File: src/rtl/quad_step_decoder_pkg.sv
// Shared types for the quadrature step decoder: {A,B} state encoding, step
// direction codes and the transition-to-direction helper.
package quad_pkg;

  typedef enum logic [1:0] {
    S00 = 2'b00,
    S01 = 2'b01,
    S11 = 2'b11,
    S10 = 2'b10
  } quad_state_e;

  typedef enum logic [1:0] {
    DIR_NONE = 2'd0,
    DIR_UP   = 2'd1,
    DIR_DN   = 2'd2
  } dir_e;

  // Forward order is 00 -> 01 -> 11 -> 10 -> 00; anything else is a hold or an illegal jump.
  function automatic dir_e step_dir(input quad_state_e cur, input logic [1:0] nxt);
    logic [1:0] fwd;
    logic [1:0] rev;
    fwd = 2'b00;
    rev = 2'b00;
    unique case (cur)
      S00: begin fwd = 2'b01; rev = 2'b10; end
      S01: begin fwd = 2'b11; rev = 2'b00; end
      S11: begin fwd = 2'b10; rev = 2'b01; end
      S10: begin fwd = 2'b00; rev = 2'b11; end
      default: begin fwd = 2'b00; rev = 2'b00; end
    endcase
    if (nxt == fwd) begin
      step_dir = DIR_UP;
    end else if (nxt == rev) begin
      step_dir = DIR_DN;
    end else begin
      step_dir = DIR_NONE;
    end
  endfunction

  function automatic logic is_illegal(input quad_state_e cur, input logic [1:0] nxt);
    is_illegal = ((cur ^ nxt) == 2'b11);
  endfunction

endpackage

File: src/rtl/quad_step_decoder_if.sv
// Encoder/button inputs and counter-facing strobes of the quadrature step decoder.
interface quad_step_decoder_if;

  logic       enc_a;
  logic       enc_b;
  logic       preset_btn;
  logic [3:0] preset_val;
  logic       up;
  logic       down;
  logic       load;
  logic [3:0] data_out;
  logic       err;

  modport master (
    output enc_a, enc_b, preset_btn, preset_val,
    input  up, down, load, data_out, err
  );

  modport slave (
    input  enc_a, enc_b, preset_btn, preset_val,
    output up, down, load, data_out, err
  );

endinterface

File: src/rtl/quad_step_decoder_debounce_sync.sv
// Two-flop synchroniser followed by a hold-time debouncer; while not primed the
// stable level follows the synchronised input directly.
module debounce_sync #(
  parameter int unsigned DEBOUNCE_CYCLES = 4,
  parameter int unsigned DB_W            = 8
) (
  input  logic clk,
  input  logic rst,
  input  logic primed,
  input  logic raw,
  output logic stable
);

  localparam logic [DB_W-1:0] CntMax = DB_W'(DEBOUNCE_CYCLES - 1);

  logic            s1_q, s2_q;
  logic            stable_q, stable_d;
  logic [DB_W-1:0] cnt_q, cnt_d;

  always_comb begin
    stable_d = stable_q;
    cnt_d    = '0;
    if (!primed) begin
      stable_d = s2_q;
    end else if (s2_q != stable_q) begin
      if (cnt_q == CntMax) begin
        stable_d = s2_q;
      end else begin
        cnt_d = cnt_q + 1'b1;
      end
    end
  end

  always_ff @(posedge clk) begin
    if (rst) begin
      s1_q     <= 1'b0;
      s2_q     <= 1'b0;
      stable_q <= 1'b0;
      cnt_q    <= '0;
    end else begin
      s1_q     <= raw;
      s2_q     <= s1_q;
      stable_q <= stable_d;
      cnt_q    <= cnt_d;
    end
  end

  assign stable = stable_q;

endmodule

File: src/rtl/quad_step_decoder.sv
// Quadrature x4 decoder with preset-button load strobe; steps that collide
// with a load are deferred one cycle through a single pending slot.
module quad_step_decoder
  import quad_pkg::*;
#(
  parameter int unsigned DEBOUNCE_CYCLES = 4,
  parameter int unsigned DB_W            = 8
) (
  input logic                clk,
  input logic                rst,
  quad_step_decoder_if.slave bus
);

  logic stable_a, stable_b, stable_btn;

  logic [1:0]  prime_cnt_q;
  logic        primed_q;
  logic        dec_en_q;

  quad_state_e state_q;
  dir_e        pend_q, pend_d;
  dir_e        step, issue;
  logic        btn_q;
  logic        load_evt;
  logic        illegal;
  logic [1:0]  enc_now;

  logic        up_q, down_q, load_q, err_q;
  logic [3:0]  data_q;

  debounce_sync #(.DEBOUNCE_CYCLES(DEBOUNCE_CYCLES), .DB_W(DB_W)) u_db_a (
    .clk    (clk),
    .rst    (rst),
    .primed (primed_q),
    .raw    (bus.enc_a),
    .stable (stable_a)
  );

  debounce_sync #(.DEBOUNCE_CYCLES(DEBOUNCE_CYCLES), .DB_W(DB_W)) u_db_b (
    .clk    (clk),
    .rst    (rst),
    .primed (primed_q),
    .raw    (bus.enc_b),
    .stable (stable_b)
  );

  debounce_sync #(.DEBOUNCE_CYCLES(DEBOUNCE_CYCLES), .DB_W(DB_W)) u_db_btn (
    .clk    (clk),
    .rst    (rst),
    .primed (primed_q),
    .raw    (bus.preset_btn),
    .stable (stable_btn)
  );

  // Decoding waits one cycle past priming so the FSM has caught up with the
  // bypassed levels and never sees the priming fill as a transition.
  always_ff @(posedge clk) begin
    if (rst) begin
      prime_cnt_q <= 2'd0;
      primed_q    <= 1'b0;
      dec_en_q    <= 1'b0;
    end else begin
      if (!primed_q) begin
        if (prime_cnt_q == 2'd2) begin
          primed_q <= 1'b1;
        end else begin
          prime_cnt_q <= prime_cnt_q + 2'd1;
        end
      end
      dec_en_q <= primed_q;
    end
  end

  assign enc_now  = {stable_a, stable_b};
  assign illegal  = is_illegal(state_q, enc_now);
  assign step     = step_dir(state_q, enc_now);
  assign load_evt = stable_btn & ~btn_q;

  // Arbitration between a fresh step, the pending slot and a load strobe.
  always_comb begin
    pend_d = pend_q;
    issue  = DIR_NONE;
    if (load_evt) begin
      if (pend_q == DIR_NONE) begin
        pend_d = step;
      end else if (step != DIR_NONE && step != pend_q) begin
        pend_d = DIR_NONE;
      end
    end else if (pend_q == DIR_NONE) begin
      issue = step;
    end else if (step == DIR_NONE) begin
      issue  = pend_q;
      pend_d = DIR_NONE;
    end else if (step == pend_q) begin
      issue  = pend_q;
      pend_d = step;
    end else begin
      pend_d = DIR_NONE;
    end
  end

  always_ff @(posedge clk) begin
    if (rst) begin
      state_q <= S00;
      btn_q   <= 1'b0;
      pend_q  <= DIR_NONE;
      up_q    <= 1'b0;
      down_q  <= 1'b0;
      load_q  <= 1'b0;
      err_q   <= 1'b0;
      data_q  <= 4'd0;
    end else begin
      state_q <= quad_state_e'(enc_now);
      btn_q   <= stable_btn;
      up_q    <= 1'b0;
      down_q  <= 1'b0;
      load_q  <= 1'b0;
      err_q   <= 1'b0;
      if (dec_en_q) begin
        pend_q <= pend_d;
        up_q   <= (issue == DIR_UP);
        down_q <= (issue == DIR_DN);
        err_q  <= illegal;
        if (load_evt) begin
          load_q <= 1'b1;
          data_q <= bus.preset_val;
        end
      end
    end
  end

  assign bus.up       = up_q;
  assign bus.down     = down_q;
  assign bus.load     = load_q;
  assign bus.err      = err_q;
  assign bus.data_out = data_q;

endmodule

File: src/flat_wrapper.sv
// flat-port wrapper written by rule: the top's interface ports become plain ports
module quad_step_decoder_flat import quad_pkg::*;
#(
  parameter int unsigned DEBOUNCE_CYCLES = 4,
  parameter int unsigned DB_W            = 8
)
  (clk, rst, bus_enc_a, bus_enc_b, bus_preset_btn, bus_preset_val, bus_up, bus_down, bus_load, bus_data_out, bus_err);
  quad_step_decoder_if bus_i ();
  input logic clk;
  input logic rst;
  input wire logic [$bits(bus_i.enc_a)-1:0] bus_enc_a;
  input wire logic [$bits(bus_i.enc_b)-1:0] bus_enc_b;
  input wire logic [$bits(bus_i.preset_btn)-1:0] bus_preset_btn;
  input wire logic [$bits(bus_i.preset_val)-1:0] bus_preset_val;
  output wire logic [$bits(bus_i.up)-1:0] bus_up;
  output wire logic [$bits(bus_i.down)-1:0] bus_down;
  output wire logic [$bits(bus_i.load)-1:0] bus_load;
  output wire logic [$bits(bus_i.data_out)-1:0] bus_data_out;
  output wire logic [$bits(bus_i.err)-1:0] bus_err;
  assign bus_i.enc_a = bus_enc_a;
  assign bus_i.enc_b = bus_enc_b;
  assign bus_i.preset_btn = bus_preset_btn;
  assign bus_i.preset_val = bus_preset_val;
  assign bus_up = bus_i.up;
  assign bus_down = bus_i.down;
  assign bus_load = bus_i.load;
  assign bus_data_out = bus_i.data_out;
  assign bus_err = bus_i.err;
  quad_step_decoder #(.DEBOUNCE_CYCLES(DEBOUNCE_CYCLES), .DB_W(DB_W)) u_core (.clk(clk), .rst(rst), .bus(bus_i));
endmodule
File: config.mk
export PLATFORM = sky130hd
export DESIGN_NAME = quad_step_decoder_flat
export DESIGN_NICKNAME = d
export VERILOG_FILES = /design/src/rtl/quad_step_decoder_pkg.sv /design/src/rtl/quad_step_decoder_if.sv /design/src/rtl/quad_step_decoder_debounce_sync.sv /design/src/rtl/quad_step_decoder.sv /design/src/flat_wrapper.sv
export SDC_FILE = /design/constraint.sdc
export NUM_CORES = 1
export LEC_CHECK = 0
export CAP_MARGIN = 20
export CORE_ASPECT_RATIO = 2
export CORE_MARGIN = 4
export CORE_UTILIZATION = 35
export DETAILED_ROUTE_END_ITERATION = 6
export PLACE_DENSITY = 0.63
export SYNTH_ARGS = -nofsm -noshare
export SYNTH_HDL_FRONTEND = slang
export SYNTH_SLANG_ARGS = --single-unit
export TNS_END_PERCENT = 50
File: constraint.sdc
create_clock -name clk -period 1.7 [get_ports clk]
set_clock_uncertainty 0.1 [all_clocks]
set_input_delay 0.255 -clock clk [delete_from_list [all_inputs] [get_ports clk]]
set_output_delay 0.255 -clock clk [all_outputs]
set_load 0.005 [all_outputs]
==> results of run 1 <==
power breakdown:
group	switching, W	leakage, nW	total, W	internal [W]
clock	0.000378	0.0714	0.00101	0.000627
sequential	0.0000373	0.406	0.00125	0.00122
combinational	0.000109	0.448	0.000222	0.000114
total	0.000524	0.926	0.00248	0.00196
critical path, delay by kind of cell (launching register included):
| kind | cells | cell delay [ps] |
|---|---|---|
| AND/OR/NAND/NOR | 4 | 1090 |
| flip-flops | 1 | 360 |
| adder cells (fa/ha/maj) | 1 | 130 |
layout by cell type (no fill, tap or decap), types with 2 or more instances in the layout:
cell type,netlist,layout
nand2_1,4,4
nand3_1,18,18
nor2b_1,9,9
buf_4,0,13
mux2i_1,8,8
dfxtp_1,50,48
a31oi_1,3,3
a21oi_1,2,2
clkbuf_8,0,6
nor3_1,2,2
xnor2_1,11,11
o31ai_1,2,2
inv_1,6,6
and3_1,4,4
nor4_1,2,2
bufinv_16,0,2
dfxtp_2,0,2
nor2_1,43,42
clkdlybuf4s50_1,0,16
ha_1,4,3
xor2_1,16,16
worst paths after layout:
check                           start                       end  slack (ps)  cells past startpoint
max reg2reg  u_core.u_db_btn.cnt_q[1]  u_core.u_db_btn.cnt_q[3]         -80                      5
min                u_core.u_db_b.s1_q        u_core.u_db_b.s2_q         340                      1
min reg2reg        u_core.u_db_b.s1_q        u_core.u_db_b.s2_q         340                      1
max          u_core.u_db_btn.cnt_q[1]  u_core.u_db_btn.cnt_q[3]         -80                      5
registers in the layout (all words and copies together), names as in the netlist, 2 cells and up:
name	flops
u_core.u_db_a.cnt_q	8
u_core.u_db_b.cnt_q	8
u_core.u_db_btn.cnt_q	8
u_core.bus.data_out	4
u_core.pend_q	2
u_core.prime_cnt_q	2
u_core.state_q	2
through the flow:
stage                     setup slack, ps  instance area, sq um
after CTS                           -77.6                  2430
after detailed placement             -133                  2270
final                               -78.7                  2440
after floorplan                     -60.7                  1950
after global placement               -101                  2270
after global routing                 -138                  2440
routing by layer:
metal	track usage, %	up-vias	share of wire, %
met4	7.81	0	3.6
met5	0	-	0
met2	20.7	17	58
met3	2.74	7	2.5
met1	10.9	691	36
li1	-	745	-
cell type report:
| cell class | count | area, sq um | share of cell area (%) |
|---|---|---|---|
| Clock buffer | 6 | 82.6 | 3.38 |
| Clock inverter | 2 | 60.1 | 2.46 |
| Inverter | 6 | 22.5 | 0.922 |
| Multi-Input combinational cell | 143 | 941 | 38.5 |
| Sequential cell | 50 | 1000 | 41.1 |
| Tap cell | 60 | 75.1 | 3.07 |
| Timing Repair Buffer | 29 | 258 | 10.6 |
cells in the mapped netlist, types with 2 or more instances:
cell / number
nand3_1: 18
or4_1: 2
xnor2_1: 11
nor2b_1: 9
clkbuf_1: 2
nor3_1: 2
dfxtp_1: 50
nand2_1: 4
xor2_1: 16
ha_1: 4
nor2_1: 43
a21oi_1: 2
and3_1: 4
o31ai_1: 2
inv_1: 6
mux2i_1: 8
nor4_1: 2
a31oi_1: 3
cells by family after synthesis:
logic type                 count (synthesis)
adders and majority gates                  5
xor gates and xnor gates                  27
DFF                                       50
buffers and inverters                      9
muxes                                      8
and+or+nand+nor                           92
AOI/OAI and AO/OA                         11
timing repair:
item                                    CTS  global route
setup buffers                             0             1
gates resized for setup                   4             1
pin swaps                                 1             0
endpoints found under the setup margin    9             9
==> flow_summary.json, run 1 <==
{
  "clock-root-buffer": "clkbuf_8",
  "synthTopCellsByArea": "dfxtp_1 (52%), nor2_1 (8.3%), xor2_1 (7.2%), xnor2_1 (5.0%), nand3_1 (4.6%)",
  "dp_cells": 287,
  "fp.dieW_microns": 60.6,
  "grt_max_degree": 25,
  "via_count": 1460,
  "synth_edf_count": 0,
  "drv_slew": 0,
  "ys_seq_area_share_pct": 51.6,
  "grt-ovfl-total": 0,
  "violations": "setup timing",
  "worst_pin_slew_ps": 591,
  "power_density_nw_per_um2": 1020,
  "synth_compound_area_share_pct": 3.81,
  "cp.arrival_ps": 1890,
  "clock-sinks": 50,
  "finalSetupViolCount": 9,
  "hold_path_class": "reg -> reg",
  "muxShareOfSynthArea_pct": 4.13,
  "ir_drop_uv": 1150,
  "end_kind": "flip-flop",
  "synth_top_cell_area_share_pct": 51.6,
  "die_area_sq_um": 6870,
  "holdWs_ps": 342,
  "die_y_microns": 113,
  "io_pins": 17,
  "relSlewSlack_pct": 60.3,
  "clock.fmax_mhz": 562,
  "cp_cell_sequence": "ha_4 > or4b_4 > or4_4 > nand3_4 > nor2_1",
  "drcViolationCount": 0,
  "dr.first_iter.drc_count": 23,
  "grt_pass1_vias": 1414,
  "synthAdderAreaFrac_pct": 3.10,
  "netlist_instances": 202,
  "gp_congestion": 0.744,
  "coreArea_sq_um": 5420,
  "worst_setup_path_start_kind": "flip-flop",
  "final.period_utilization_pct": 105,
  "syn_avg_cell_area_sq_um": 9.60,
  "grt_use_total_pct": 11.6,
  "row_count": 38,
  "initial_utilization_pct": 35.8,
  "numCtsBuffers": 5,
  "crit_path_top_delay_cell": "or4b_4",
  "port_buffers": 16,
  "status": "finished with violations",
  "synth-simple-area-share_pct": 23.4,
  "hold_buffers": 0,
  "yosysTopAreaCell": "dfxtp_1",
  "period_needed_ps": 1780,
  "insertedDiodeCount": 0,
  "p_leak_nw": 0.926,
  "critical_path_required_ps": 1810,
  "worstSkewPairLatency_ps": 310,
  "hpwl_microns": 2510,
  "cp_max_fo": 8,
  "tns_ps": -586,
  "ys.flop_type": "dfxtp_1",
  "async_flop_share_pct": 0,
  "finalHoldViolations": 0,
  "rsz0062_at_grt": "yes",
  "cts_buffer_depth": 2,
  "fin_util_pct": 45.1,
  "yosysWarnings": 0,
  "firstDrtPassIters": 6,
  "fin_cells": 296,
  "synth_top_family_by_area": "simple AND/OR/NAND/NOR gates",
  "syn-num-nets": 215,
  "area_delta_synth_final_pct": 25.9,
  "synth_seq_cells": 50,
  "nNetsFinal": 248,
  "netlist_area_sq_um": 1940,
  "clk_pin_slew_ps": 90,
  "detail-route-antenna-nets": 0,
  "maxCapViolations": 0,
  "power_w": 0.00248,
  "routed_wl_microns": 3350,
  "synth_cell_types": 32,
  "setup_ws_ps": -78.7,
  "antenna_found_initial": 0,
  "slowest_delay_ps": 470,
  "cts_max_level": 2,
  "synth-xor-area-share_pct": 12.2,
  "grt_pass1_wl_microns": 5950,
  "wl_per_cell_microns": 11.3,
  "drive_gt1_share_pct": 12.7,
  "cts_tree": "done",
  "fillCellCount": 573,
  "via_per_inst": 4.93,
  "critPathKind": "reg -> reg"
}
No activity file was read; power rests on OpenSTA's default activity.
==> inputs of run 2 (changes only) <==
--- a/config.mk
+++ b/config.mk
@@ -5,12 +5,13 @@
 export SDC_FILE = /design/constraint.sdc
 export NUM_CORES = 1
 export LEC_CHECK = 0
+export ABC_AREA = 1
 export CAP_MARGIN = 20
 export CORE_ASPECT_RATIO = 2
 export CORE_MARGIN = 4
 export CORE_UTILIZATION = 35
 export DETAILED_ROUTE_END_ITERATION = 6
-export PLACE_DENSITY = 0.63
+export PLACE_DENSITY = 0.61
 export SYNTH_ARGS = -nofsm -noshare
 export SYNTH_HDL_FRONTEND = slang
 export SYNTH_SLANG_ARGS = --single-unit
==> constraint.sdc (replaced) <==
create_clock -name clk -period 2.27 [get_ports clk]
set_clock_uncertainty 0.1 [all_clocks]
set_input_delay 0.3405 -clock clk [delete_from_list [all_inputs] [get_ports clk]]
set_output_delay 0.3405 -clock clk [all_outputs]
set_load 0.005 [all_outputs]
==> run 2 against run 1 <==
The flow now finishes without violations. Die area rose by 8.9%. Power fell by 21%. First-iteration DRC count grew to 2.7 times the previous value. Synthesized cell count is 35% higher. Sequential power fell by 22%. Worst hold slack got worse by 40 ps. Clock-buffer cell count rose by 1. Core utilization fell by 3.2 points. Largest power group unchanged.
==> flow_summary.json, run 2 <==
{
  "status": "finished, final reports clean",
  "grt_use_total_pct": 11.4,
  "drv_slew": 0,
  "period_needed_ps": 1630,
  "clk_pin_slew_ps": 60,
  "cts_setup_buffers": 0,
  "power_density_nw_per_um2": 783,
  "relSlewSlack_pct": 58.9,
  "grt_pass1_vias": 1624,
  "worst_setup_path_start_kind": "flip-flop",
  "yosysWarnings": 0,
  "hold_depth": 2,
  "io_pins": 17,
  "clkPwrFrac_pct": 37.8,
  "netlist_area_sq_um": 2130,
  "rsz0062_at_grt": "no",
  "port_buffers": 16,
  "p_seq_share_pct": 49.7,
  "layout_commonest_cell": "dfxtp_1",
  "numCtsBuffers": 5,
  "cts_max_level": 2,
  "detail-route-antenna-nets": 0,
  "firstDrtPassIters": 4,
  "via_per_inst": 4.73,
  "netlist_instances": 272,
  "clock-sinks": 50,
  "synthAdderAreaFrac_pct": 2.35,
  "worst_pin_slew_ps": 614,
  "grt_pass1_wl_microns": 6740,
  "ctsResizeCount": 0,
  "die_y_microns": 118,
  "worstSkewPairLatency_ps": 290,
  "synth_seq_cells": 50,
  "area_delta_synth_final_pct": 16.9,
  "ys_seq_area_share_pct": 46.9,
  "pwr-share-comb_pct": 12.5,
  "critical_path_required_ps": 2350,
  "drcViolationCount": 0,
  "muxShareOfSynthArea_pct": 0,
  "fp.dieW_microns": 63.2,
  "synth_top_family_by_area": "simple AND/OR/NAND/NOR gates",
  "ys.flop_type": "dfxtp_1",
  "clock-root-buffer": "clkbuf_16",
  "synth_common_cells": "dfxtp_1 (50), nor2_1 (47), nand2_1 (40)",
  "finalHoldViolations": 0,
  "synth-simple-area-share_pct": 29.5,
  "final_cell_mix": "dfxtp_1 (50), nor2_1 (47), nand2_1 (40), inv_1 (34), a21oi_1 (17)",
  "p_leak_nw": 0.955,
  "synth-xor-area-share_pct": 4.52,
  "cts_buffer_depth": 2,
  "drive_gt1_share_pct": 10.9,
  "fillCellCount": 608,
  "die_area_sq_um": 7480,
  "ir_drop_uv": 448,
  "nNetsFinal": 305,
  "clock.fmax_mhz": 612,
  "ff2ff_path_depth": 9,
  "tns_ps": 0,
  "coreArea_sq_um": 5960,
  "cp_max_fo": 6,
  "cts_tree": "done",
  "insertedDiodeCount": 0,
  "yosysTopAreaCell": "dfxtp_1",
  "grt-ovfl-total": 0,
  "row_count": 40,
  "setup_ws_ps": 635,
  "yosysMostFrequentCell": "dfxtp_1",
  "cp.arrival_ps": 1720,
  "synth_top_cell_area_share_pct": 46.9,
  "grt_max_degree": 20,
  "synth_compound_area_share_pct": 8.22,
  "end_kind": "flip-flop",
  "syn-num-nets": 285,
  "p_sw_w": 0.000494,
  "critPathKind": "reg -> reg",
  "largest_registers": "u_core.u_db_a.cnt_q: 8 flops, u_core.u_db_b.cnt_q: 8 flops, u_core.u_db_btn.cnt_q: 8 flops",
  "wl_per_cell_microns": 10.6,
  "hold_buffers": 0,
  "routed_wl_microns": 3770,
  "final.period_utilization_pct": 72.0,
  "synth_edf_count": 0,
  "async_flop_share_pct": 0,
  "swShare_pct": 25.3,
  "via_count": 1684,
  "synthTopCellsByArea": "dfxtp_1 (47%), nor2_1 (8.3%), nand2_1 (7.0%), inv_1 (6.0%), xor2_1 (4.1%)",
  "hold_path_class": "reg -> reg",
  "dr.first_iter.drc_count": 62,
  "dp_slack_ps": 470,
  "synth_cell_types": 36,
  "initial_utilization_pct": 35.8,
  "internal-power_w": 0.00146,
  "finalSetupViolCount": 0,
  "gp_congestion": 0.739,
  "hpwl_microns": 2920,
  "maxCapViolations": 0,
  "antenna_found_initial": 0,
  "syn_avg_cell_area_sq_um": 7.84
}
[run 2: layout make-up]
class / instances / area [sq um] / area share [%]
Tap cell: 63 / 78.8 / 3.16
Multi-Input combinational cell: 179 / 951 / 38.2
Clock buffer: 7 / 143 / 5.72
Clock inverter: 1 / 5.00 / 0.201
Timing Repair Buffer: 17 / 168 / 6.73
Inverter: 39 / 146 / 5.87
Sequential cell: 50 / 1000 / 40.2
[run 2: cells by family after synthesis]
| kind of cell | after synthesis |
|---|---|
| AOI/OAI and AO/OA | 30 |
| xor gates and xnor gates | 11 |
| DFF | 50 |
| adders and majority gates | 4 |
| buffers and inverters | 43 |
| and+or+nand+nor | 134 |
[run 2: power groups by stage]
stage | registers [W] | clock network (W) | logic (W)
after floorplan | 0.000973 | 0 | 0.000208
after global placement | 0.000987 | 0 | 0.000241
after detailed placement | 0.000988 | 0 | 0.000249
after CTS | 0.000968 | 0.000773 | 0.000249
after global routing | 0.000974 | 0.000805 | 0.000282
final | 0.000969 | 0.000737 | 0.000245
[run 2: per-stage QoR]
step	hold slack [ps]	util, %	area [sq um]	total power, W	cells
floorplan	288	-	2130	0.00118	272
global placement	291	39.4	2340	0.00123	348
detailed placement	295	39.4	2340	0.00124	348
CTS	304	41.8	2490	0.00199	356
global route	323	41.8	2490	0.00206	356
finish	302	41.8	2490	0.00195	356
[run 2: layer usage]
layer,up-vias,track usage (%),wire length [microns]
met3,7,2.95,87
met5,-,0,0
met4,0,7.04,112
met2,13,21.2,2120
li1,899,-,-
met1,765,10.6,1450
[run 2: worst max-delay path, stage by stage (launching register included)]
cell	delay [ps]
dfxtp_1	360
ha_1	190
inv_1	70
nor3_1	140
and3_1	200
inv_1	60
nand3_1	190
inv_1	110
nand2_1	80
nor2_1	40
[run 2: worst paths after layout]
kind	startpoint	to	slack [ps]
worst max-delay path	u_core.u_db_a.cnt_q[0]	u_core.u_db_a.cnt_q[7]	640
worst min-delay path	u_core.u_db_btn.s1_q	u_core.u_db_btn.s2_q	300
worst max register to register	u_core.u_db_a.cnt_q[0]	u_core.u_db_a.cnt_q[7]	640
worst min register to register	u_core.u_db_btn.s1_q	u_core.u_db_btn.s2_q	300
